--- src/rtl/five_bit_serial_adder.sv ---
// Bit-serial adder: captures two WIDTH-bit operands, adds them LSB first through
// one full-adder cell, then presents sum, unsigned carry and signed overflow.
module five_bit_serial_adder #(
    parameter int WIDTH = 5
) (
    input  logic             clk,
    input  logic             rst,
    input  logic [WIDTH-1:0] A,
    input  logic [WIDTH-1:0] B,
    input  logic             in_valid,
    output logic             in_ready,
    output logic [WIDTH-1:0] S,
    output logic             Cout,
    output logic             OVF,
    output logic             out_valid,
    input  logic             out_ready
);

    localparam int CW = (WIDTH > 1) ? $clog2(WIDTH) : 1;
    localparam logic [CW-1:0] LAST_BIT = CW'(WIDTH - 1);

    typedef enum logic [1:0] {
        IDLE,
        RUN,
        DONE
    } state_e;

    state_e           state_q, state_d;
    logic [WIDTH-1:0] a_q, a_d;
    logic [WIDTH-1:0] b_q, b_d;
    logic [WIDTH-1:0] sum_q, sum_d;
    logic [WIDTH-1:0] s_q, s_d;
    logic [CW-1:0]    cnt_q, cnt_d;
    logic             carry_q, carry_d;
    logic             cout_q, cout_d;
    logic             ovf_q, ovf_d;
    logic             out_valid_q, out_valid_d;

    logic             sum_bit;
    logic             carry_out;

    // Single full-adder cell working on the current LSBs of the shift registers.
    assign sum_bit   = a_q[0] ^ b_q[0] ^ carry_q;
    assign carry_out = (a_q[0] & b_q[0]) | (a_q[0] & carry_q) | (b_q[0] & carry_q);

    always_comb begin
        // NOTE: every signal gets a default first so no path through the case infers a latch.
        state_d     = state_q;
        a_d         = a_q;
        b_d         = b_q;
        sum_d       = sum_q;
        s_d         = s_q;
        cnt_d       = cnt_q;
        carry_d     = carry_q;
        cout_d      = cout_q;
        ovf_d       = ovf_q;
        out_valid_d = out_valid_q;
        in_ready    = 1'b0;

        unique case (state_q)
            IDLE: begin
                in_ready = ~rst;
                if (in_valid) begin
                    a_d     = A;
                    b_d     = B;
                    carry_d = 1'b0;
                    cnt_d   = '0;
                    state_d = RUN;
                end
            end
            RUN: begin
                a_d     = a_q >> 1;
                b_d     = b_q >> 1;
                sum_d   = {sum_bit, sum_q[WIDTH-1:1]};
                carry_d = carry_out;
                cnt_d   = cnt_q + 1'b1;
                if (cnt_q == LAST_BIT) begin
                    // carry_q here is the carry into the MSB, needed for signed overflow.
                    s_d         = {sum_bit, sum_q[WIDTH-1:1]};
                    cout_d      = carry_out;
                    ovf_d       = carry_q ^ carry_out;
                    out_valid_d = 1'b1;
                    cnt_d       = '0;
                    state_d     = DONE;
                end
            end
            DONE: begin
                if (out_ready) begin
                    out_valid_d = 1'b0;
                    state_d     = IDLE;
                end
            end
            default: state_d = IDLE;
        endcase
    end

    // NOTE: sequential state uses non-blocking assignments so all flops update together.
    always_ff @(posedge clk or posedge rst) begin
        if (rst) begin
            state_q     <= IDLE;
            a_q         <= '0;
            b_q         <= '0;
            sum_q       <= '0;
            s_q         <= '0;
            cnt_q       <= '0;
            carry_q     <= 1'b0;
            cout_q      <= 1'b0;
            ovf_q       <= 1'b0;
            out_valid_q <= 1'b0;
        end else begin
            state_q     <= state_d;
            a_q         <= a_d;
            b_q         <= b_d;
            sum_q       <= sum_d;
            s_q         <= s_d;
            cnt_q       <= cnt_d;
            carry_q     <= carry_d;
            cout_q      <= cout_d;
            ovf_q       <= ovf_d;
            out_valid_q <= out_valid_d;
        end
    end

    assign S         = s_q;
    assign Cout      = cout_q;
    assign OVF       = ovf_q;
    assign out_valid = out_valid_q;

endmodule

--- config.mk ---
export PLATFORM = sky130hd
export DESIGN_NAME = five_bit_serial_adder
export DESIGN_NICKNAME = d
export VERILOG_FILES = /design/src/rtl/five_bit_serial_adder.sv
export SDC_FILE = /design/constraint.sdc
export NUM_CORES = 1
export LEC_CHECK = 0
export ABC_AREA = 0
export BUFFER_PORTS_ARGS = -buffer_cell sky130_fd_sc_hd__clkbuf_2
export CAP_MARGIN = 10
export CORE_MARGIN = 2
export CORE_UTILIZATION = 29
export CTS_CLUSTER_DIAMETER = 30
export DETAILED_ROUTE_END_ITERATION = 8
export PLACE_DENSITY = 0.58
export SYNTH_ARGS = -nofsm -noshare
export SYNTH_HDL_FRONTEND = slang
export SYNTH_SLANG_ARGS = --single-unit
export TNS_END_PERCENT = 1
--- constraint.sdc ---
create_clock -name clk -period 1.55 [get_ports clk]
set_clock_uncertainty 0.05 [all_clocks]
set_input_delay 0.31 -clock clk [delete_from_list [all_inputs] [get_ports clk]]
set_output_delay 0.31 -clock clk [all_outputs]
set_load 0.01 [all_outputs]
==> results.toml, run 1 <==
[outcome]
status = "finished clean"

[pwr]
peakVddDrop_v = 0.000389
total_power_mw = 3.07
pwr_density_cell_nw_per_um2 = 1930
p_leak_nw = 0.762

[drt]
routed_wl_mm = 2.70
drt_iter0_markers = 39
drcViolationCount = 0
routed_via_density = 4.92
dr.pass1.iters = 4
ant_nets = 0
vias = 935
wl_per_cell_um = 14.2

[place]
dp_slack_ps = 103
port_buffers = 22
gp_congestion = 0.765
placed_cells = 186
post-dp-hpwl_mm = 1.88

[sta]
max_freq_mhz = 667
fin_crit_sh_pct = 96.8
fin_tns_setup_ps = 0
slew_headroom_pct = 68.0
fin_hold_ws_ps = 65.3
setup_violations = 0
worst_slew_pin_slew_ps = 479
worst_slack_ps = 49.7
fin_crit_ps = 1500
hold_viol = 0
slew_violations = 0

[global_routing]
grt_pass1_vias = 1020
overflow = 0
antenna_found_initial = 0
grt_max_degree = 29
grt_util_all_layers_pct = 11.3
grt_pass1_wl_mm = 4.57

[logic_synthesis]
yosysSeqAreaShare_pct = 52.2
ys.flop_type = "dfrtp_1"
yosys.area.top_type = "dfrtp_1"
yosysMostFrequentCell = "dfrtp_1"
syn_avg_cell_area_um2 = 12.0
ys_types = 31
async_flop_share_pct = 100
synth_cells = 112
yosys-top-cells-area = "dfrtp_1, mux2_2, inv_1"
synth_edf_count = 0
synth.top_cells.by_count = "dfrtp_1, inv_1, mux2_2"
synth.top_cell.area_share_pct = 52.2
synth_fp_nets = 129
syn-cell-area_um2 = 1340
yosys_warnings = 0
synth-seq-cells = 28

[floorplanning]
die-area_um2 = 5190
die_h_um = 72.0
core_um2 = 4410
io_pins = 23
die_w_um = 72.0
initial_core_util_pct = 30.4
rows = 24

[worst_setup_path]
rr_startpoint = "state_q[1]$_DFFE_PP0P_"
critPathSlowestCell = "dfrtp_2"
start_kind = "register"
worstReg2RegEnd = "cnt_q[2]$_DFFE_PP0P_"
worstSetupPathType = "reg -> reg"
end_kind = "register"
arrival_ps = 1610
r2r_slack_ps = 50
crit_path_max_fanout = 14
path_cells = "buf_4 > o21bai_4 > a221o_1"
cpPeakStageDelay_ps = 500
worstPathRequired_ps = 1660
ff2ff_path_depth = 3

[clock_tree]
htreeDepth = 1
cts_made_buffers = 3
clk_pin_slew_worst_paths_ps = 90
cts_hold_buf = 0
clk_path_buf_depth = 2
cts_tree = "built"
cts.sinks = 28
clock_latency_ps = 270
cts_root_buf = "clkbuf_8"

[layout]
fillers = 452
nets = 157
drive_above_1_share_pct = 34.1
area_growth_pct = 18.5
fin_cells = 190
antennaDiodeCount = 0

[run]
drv_cap = 0

[worst_hold_path]
min_path_type = "in -> async"
per-layer routing:
layer / GRT usage [%] / share of wire (%) / up-vias
met5: 0 / 0 / -
met4: 3.98 / 0.74 / 0
met3: 2.50 / 4.2 / 4
met2: 19.8 / 53 / 21
met1: 13.7 / 42 / 471
li1: - / - / 439
kinds of logic after synthesis:
family,after synthesis,share of synthesized area [%]
muxes,11,9.05
and+or+nand+nor,28,14.2
buffers and inverters,23,8.49
AOI/OAI and AO/OA,18,12.0
DFF,28,52.2
adders and majority gates,3,3.36
xor gates and xnor gates,1,0.653
area by class of cell:
class                           instances  area [um2]  share of cell area [%]
Multi-Input combinational cell         61         541                    34.0
Clock buffer                            3        41.3                    2.60
Inverter                               17        63.8                    4.02
Sequential cell                        28         703                    44.3
Tap cell                               52        65.1                    4.09
Timing Repair Buffer                   29         175                    11.0
report_power, final:
| part | switching (mW) | internal [mW] |
|---|---|---|
| logic | 0.664 | 0.730 |
| clock network | 0.213 | 0.174 |
| registers | 0.218 | 1.07 |
| total | 1.10 | 1.98 |
cell usage in the layout (no fill, tap or decap):
cell type / instances
a221o_1: 1
a221oi_1: 7
a222oi_1: 1
a22o_1: 3
a31oi_1: 1
a32o_1: 1
and3b_1: 1
buf_12: 1
buf_2: 1
buf_4: 6
clkbuf_2: 21
clkbuf_8: 3
dfrtp_1: 26
dfrtp_2: 2
fa_1: 1
ha_1: 2
inv_1: 17
mux2_2: 9
mux2i_1: 2
nand2_1: 2
nand2b_1: 1
nand4b_4: 1
nand4bb_1: 1
nor2_1: 7
nor2b_1: 4
nor2b_2: 1
nor3_4: 1
nor3b_1: 8
nor4bb_1: 1
o21ai_0: 1
o21ai_1: 1
o21bai_4: 1
o311ai_0: 1
xnor2_1: 1
repair_timing:
item | CTS | global route
pin swaps | 0 | 1
buffers inserted | 2 | 0
gates resized for setup | 3 | 3
setup endpoints to repair | 1 | 6
stage by stage:
stage / area, um2 / util, %
after floorplan: 1340 / -
after global placement: 1520 / 34.5
after detailed placement: 1520 / 34.5
after CTS: 1580 / 35.8
after global routing: 1590 / 36.0
final: 1590 / 36.0
how the worst max path moves through the flow:
stage | startpoint | endpoint | slack [ps] | cells past startpoint
after floorplan | a_q[0]$_DFFE_PP0P_ | OVF$_DFFE_PP0P_ | 210 | 4
after global placement | cnt_q[0]$_DFFE_PP0P_ | OVF$_DFFE_PP0P_ | 160 | 4
after detailed placement | cnt_q[0]$_DFFE_PP0P_ | S[1]$_DFFE_PP0P_ | 100 | 4
after CTS | state_q[0]$_DFFE_PP0P_ | in_ready | 10 | 3
after global routing | state_q[1]$_DFFE_PP0P_ | b_q[3]$_DFFE_PP0P_ | -20 | 3
final | state_q[1]$_DFFE_PP0P_ | cnt_q[2]$_DFFE_PP0P_ | 50 | 3
critical path, delay by kind of cell, from the launching register on:
| kind | cells | cell delay [ps] |
|---|---|---|
| buffers and inverters | 1 | 190 |
| flip-flops | 1 | 500 |
| AO/OA/AOI/OAI | 2 | 640 |
sequential cells by signal, indices dropped and copies added, names as in the netlist:
signal     cells
Cout           1
S              5
a_q            5
cnt_q          3
b_q            5
carry_q        1
out_valid      1
state_q        2
OVF            1
sum_q          4
(Power assumes the default switching activity.)
==> run 2, diff against run 1 <==
BUFFER_PORTS_ARGS = -buffer_cell sky130_fd_sc_hd__buf_2   (was -buffer_cell sky130_fd_sc_hd__clkbuf_2)
CTS_CLUSTER_SIZE = 28   (was default)
GPL_TIMING_DRIVEN = 0   (was default)
==> results.toml, run 2 (synthesis gave the netlist of run 1 again) <==
[outcome]
status = "finished clean"

[sta]
fin_hold_ws_ps = 170
max_freq_mhz = 664
worst_slack_ps = 43.3
worst_slew_pin_slew_ps = 460
slew_violations = 0
setup_violations = 0
fin_crit_ps = 1510
fin_crit_sh_pct = 97.2
hold_viol = 0
slew_headroom_pct = 69.3

[worst_setup_path]
cpPeakStageDelay_ps = 420
ff2ff_path_depth = 4
path_depth = 3
end_kind = "output port"
r2r_slack_ps = 130
crit_path_max_fanout = 11
worstReg2RegEnd = "b_q[1]$_DFFE_PP0P_"
path_delay_family = "flip-flops"
start_kind = "register"
cp_num_buf_inv = 2
worstPathRequired_ps = 1190
startpoint = "state_q[0]$_DFFE_PP0P_"
path_cells = "buf_8 > nor3_4 > buf_2"
endpoint = "in_ready"
critPathSlowestCell = "dfrtp_1"
worstSetupPathType = "reg -> out"
arrival_ps = 1150
rr_startpoint = "state_q[0]$_DFFE_PP0P_"

[clock_tree]
cts_made_buffers = 3
clock_latency_ps = 270
clk_pin_slew_worst_paths_ps = 90
clk_path_buf_depth = 2
htreeDepth = 1
cts_root_buf = "clkbuf_8"
cts.sinks = 28
cts_tree = "built"

[floorplanning]
die_w_um = 72.0
initial_core_util_pct = 30.4
die-area_um2 = 5190
io_pins = 23
die_h_um = 72.0
rows = 24
core_um2 = 4410

[drt]
routed_wl_mm = 2.61
drcViolationCount = 0
vias = 947
wl_per_cell_um = 13.4
dr.pass1.iters = 4
routed_via_density = 4.86
ant_nets = 0
drt_iter0_markers = 26

[global_routing]
grt_pass1_wl_mm = 4.55
overflow = 0
grt_pass1_vias = 970
grt_util_all_layers_pct = 10.9
grt_max_degree = 29
antenna_found_initial = 0

[place]
post-dp-hpwl_mm = 1.85
port_buffers = 22
dp_slack_ps = 69.8
gp_congestion = 0.722

[pwr]
p_int_mw = 2.02
switching_share_pct = 34.9
pwr-share-comb_pct = 46.9
peakVddDrop_v = 0.000516
p_leak_nw = 0.807
pwr_density_cell_nw_per_um2 = 1890
pwr-share-seq_pct = 40.6
power.share.clock_pct = 12.5
p_switching_mw = 1.08

[layout]
antennaDiodeCount = 0
nets = 162
fillers = 435
drive_above_1_share_pct = 34.3
final_cell_mix = "dfrtp_1, buf_2, inv_1, mux2_2, nor3b_1"
final_common_cell = "dfrtp_1"
area_growth_pct = 22.8

[worst_hold_path]
min_path_type = "in -> reg"

[run]
drv_cap = 0
## run 2: per-layer routing
layer	GRT usage [%]	part of all wire, %
met4	2.52	0.84
met5	0	0
met2	19.1	47
met3	2.36	3.5
met1	13.7	48
## run 2: layout make-up
class	count	area, um2	area share (%)
sequential	28	701	42.6
multi-input combinational	61	541	32.8
timing repair buffer	30	193	11.7
tap	52	65.1	3.95
inverter	17	63.8	3.88
buffer	4	42.5	2.58
clock buffer	3	41.3	2.51
## run 2: worst min path at each step
stage,start,end,slack (ps),depth (start not counted)
floorplan,rst,Cout$_DFFE_PP0P_,330,1
global placement,S[3]$_DFFE_PP0P_,S[3]$_DFFE_PP0P_,430,1
detailed placement,b_q[4]$_DFFE_PP0P_,b_q[4]$_DFFE_PP0P_,440,1
CTS,out_ready,state_q[1]$_DFFE_PP0P_,160,2
global route,out_ready,state_q[1]$_DFFE_PP0P_,180,2
finish,out_ready,state_q[1]$_DFFE_PP0P_,170,2
## run 2: power by group through the flow
stage / Sequential (mW) / Clock (mW) / Combinational [mW]
2_1_floorplan: 1.29 / 0 / 1.00
3_3_place_gp: 1.26 / 0 / 1.32
3_5_place_dp: 1.28 / 0 / 1.37
4_1_cts: 1.26 / 0.402 / 1.39
5_1_grt: 1.31 / 0.440 / 1.64
6_report: 1.26 / 0.388 / 1.46
## run 2: what timing repair did
action,CTS,global route
hold buffers,0,1
buffers inserted,2,4
endpoints found under the setup margin,1,6
pin swaps,1,1
gates resized for setup,2,3
hold endpoints to repair,0,4
## run 2: metrics by stage
step | utilization (%) | cell area, um2 | TNS [ps] | power [mW] | cells
after floorplan | - | 1340 | 0 | 2.29 | 112
after global placement | 34.4 | 1520 | 0 | 2.58 | 186
after detailed placement | 34.4 | 1520 | 0 | 2.65 | 186
after CTS | 35.5 | 1570 | 0 | 3.05 | 189
after global routing | 37.3 | 1650 | -18.7 | 3.39 | 195
final | 37.3 | 1650 | 0 | 3.11 | 195
==> run 3, diff against run 2 <==
==> constraint.sdc (replaced) <==
create_clock -name clk -period 1.55 [get_ports clk]
set_clock_uncertainty 0.05 [all_clocks]
set_input_delay 0.0775 -clock clk [delete_from_list [all_inputs] [get_ports clk]]
set_output_delay 0.0775 -clock clk [all_outputs]
set_load 0.01 [all_outputs]
==> results.toml, run 3 (synthesis gave the netlist of run 1 again) <==
[worst_setup_path]
worstSetupPathType = "reg -> out"
start_kind = "register"
ff2ff_path_depth = 4
rr_startpoint = "cnt_q[0]$_DFFE_PP0P_"
arrival_ps = 1290
crit_path_max_fanout = 10
end_kind = "output port"
worstPathRequired_ps = 1420
worstReg2RegEnd = "OVF$_DFFE_PP0P_"
r2r_slack_ps = 140

[pwr]
p_int_mw = 1.97
total_power_mw = 3.02
p_leak_nw = 0.790
power.share.clock_pct = 12.7
pwr-share-seq_pct = 41.6
peakVddDrop_v = 0.000529
pwr_density_cell_nw_per_um2 = 1880
switching_share_pct = 34.8
p_switching_mw = 1.05
pwr-share-comb_pct = 45.6

[sta]
setup_violations = 0
slew_violations = 0
worst_slew_pin_slew_ps = 458
slew_headroom_pct = 69.4
rsz0062_at_grt = "no"
max_freq_mhz = 703
fin_crit_sh_pct = 91.7
fin_crit_ps = 1420
fin_tns_setup_ps = 0
hold_viol = 0
worst_slack_ps = 128

[clock_tree]
cts_tree = "built"
clk_path_buf_depth = 2
clk_pin_slew_worst_paths_ps = 90
cts_root_buf = "clkbuf_8"
htreeDepth = 1
cts.sinks = 28
cts_made_buffers = 3
clock_latency_ps = 270

[layout]
final_cell_mix = "dfrtp_1, buf_2, inv_1, mux2_2, nor3b_1"
nets = 159
area_growth_pct = 20.1
drive_above_1_share_pct = 31.4
final_common_cell = "dfrtp_1"
fin_cells = 192
postLayoutCoreUtil_pct = 36.5
antennaDiodeCount = 0

[place]
gp_congestion = 0.722
placed_cells = 186
port_buffers = 22
dp_slack_ps = 92.9
post-dp-hpwl_mm = 1.85

[global_routing]
overflow = 0
antenna_found_initial = 0
grt_util_all_layers_pct = 10.9
grt_pass1_wl_mm = 4.56
grt_pass1_vias = 973
grt_max_degree = 29

[drt]
drcViolationCount = 0
routed_wl_mm = 2.50
drt_iter0_markers = 36
ant_nets = 0
vias = 933
wl_per_cell_um = 13.0
routed_via_density = 4.86
dr.pass1.iters = 4

[run]
drv_cap = 0

[outcome]
status = "finished clean"

[worst_hold_path]
min_path_type = "in -> reg"
whs_path_depth = 2
whs_endpoint = "b_q[4]$_DFFE_PP0P_"
min-delay-start = "B[4]"

[floorplanning]
die-area_um2 = 5190
rows = 24
die_w_um = 72.0
initial_core_util_pct = 30.4
core_um2 = 4410
io_pins = 23
die_h_um = 72.0
-- run 3: how the worst max path moves through the flow --
stage	start	to	cells after the start
after global routing	state_q[1]$_DFFE_PP0P_	in_ready	4
after detailed placement	cnt_q[0]$_DFFE_PP0P_	Cout$_DFFE_PP0P_	4
after CTS	state_q[1]$_DFFE_PP0P_	in_ready	4
after floorplan	a_q[0]$_DFFE_PP0P_	OVF$_DFFE_PP0P_	4
after global placement	cnt_q[0]$_DFFE_PP0P_	Cout$_DFFE_PP0P_	4
final	state_q[1]$_DFFE_PP0P_	in_ready	4
-- run 3: routing by layer --
metal	global-route usage, %	vias to the layer above	wire length, um	part of all wire (%)
met5	0	-	0	0
met4	2.52	0	22	0.88
met3	2.36	4	101	4.0
met2	18.9	20	1170	47
met1	13.8	463	1200	48
li1	-	446	-	-
-- run 3: power by group through the flow --
stage / registers, mW / logic [mW] / clock network [mW]
2_1_floorplan: 1.29 / 1.00 / 0
3_3_place_gp: 1.26 / 1.32 / 0
3_5_place_dp: 1.28 / 1.37 / 0
4_1_cts: 1.26 / 1.39 / 0.402
5_1_grt: 1.31 / 1.56 / 0.440
6_report: 1.26 / 1.38 / 0.385
-- run 3: through the flow --
stage / hold WS, ps / area [um2]
2_1_floorplan: 92.9 / 1340
5_1_grt: 4.60 / 1610
3_5_place_dp: 224 / 1520
4_1_cts: 4.44 / 1570
3_3_place_gp: 225 / 1520
6_report: 6.96 / 1610
-- run 3: layout make-up --
class                      instances  area (um2)
fill                             440        2800
multi-input combinational         61         529
clock buffer                       3        41.3
sequential                        28         701
timing repair buffer              26         165
inverter                          17        63.8
buffer                             5        46.3
tap                               52        65.1
-- run 3: critical path, stage by stage, from the launching register on --
cell and delay [ps]:
dfrtp_1 390, buf_4 180, buf_6 140, nor3_1 150
buf_2 160
-- run 3: repair_timing --
item / 4_1_cts / 5_1_grt
endpoints found under the setup margin: 1 / 5
endpoints found under the hold margin: 1 / 28
resized for setup: 0 / 1
pin swaps: 0 / 1
setup buffers: 1 / 0
hold buffers: 1 / 1
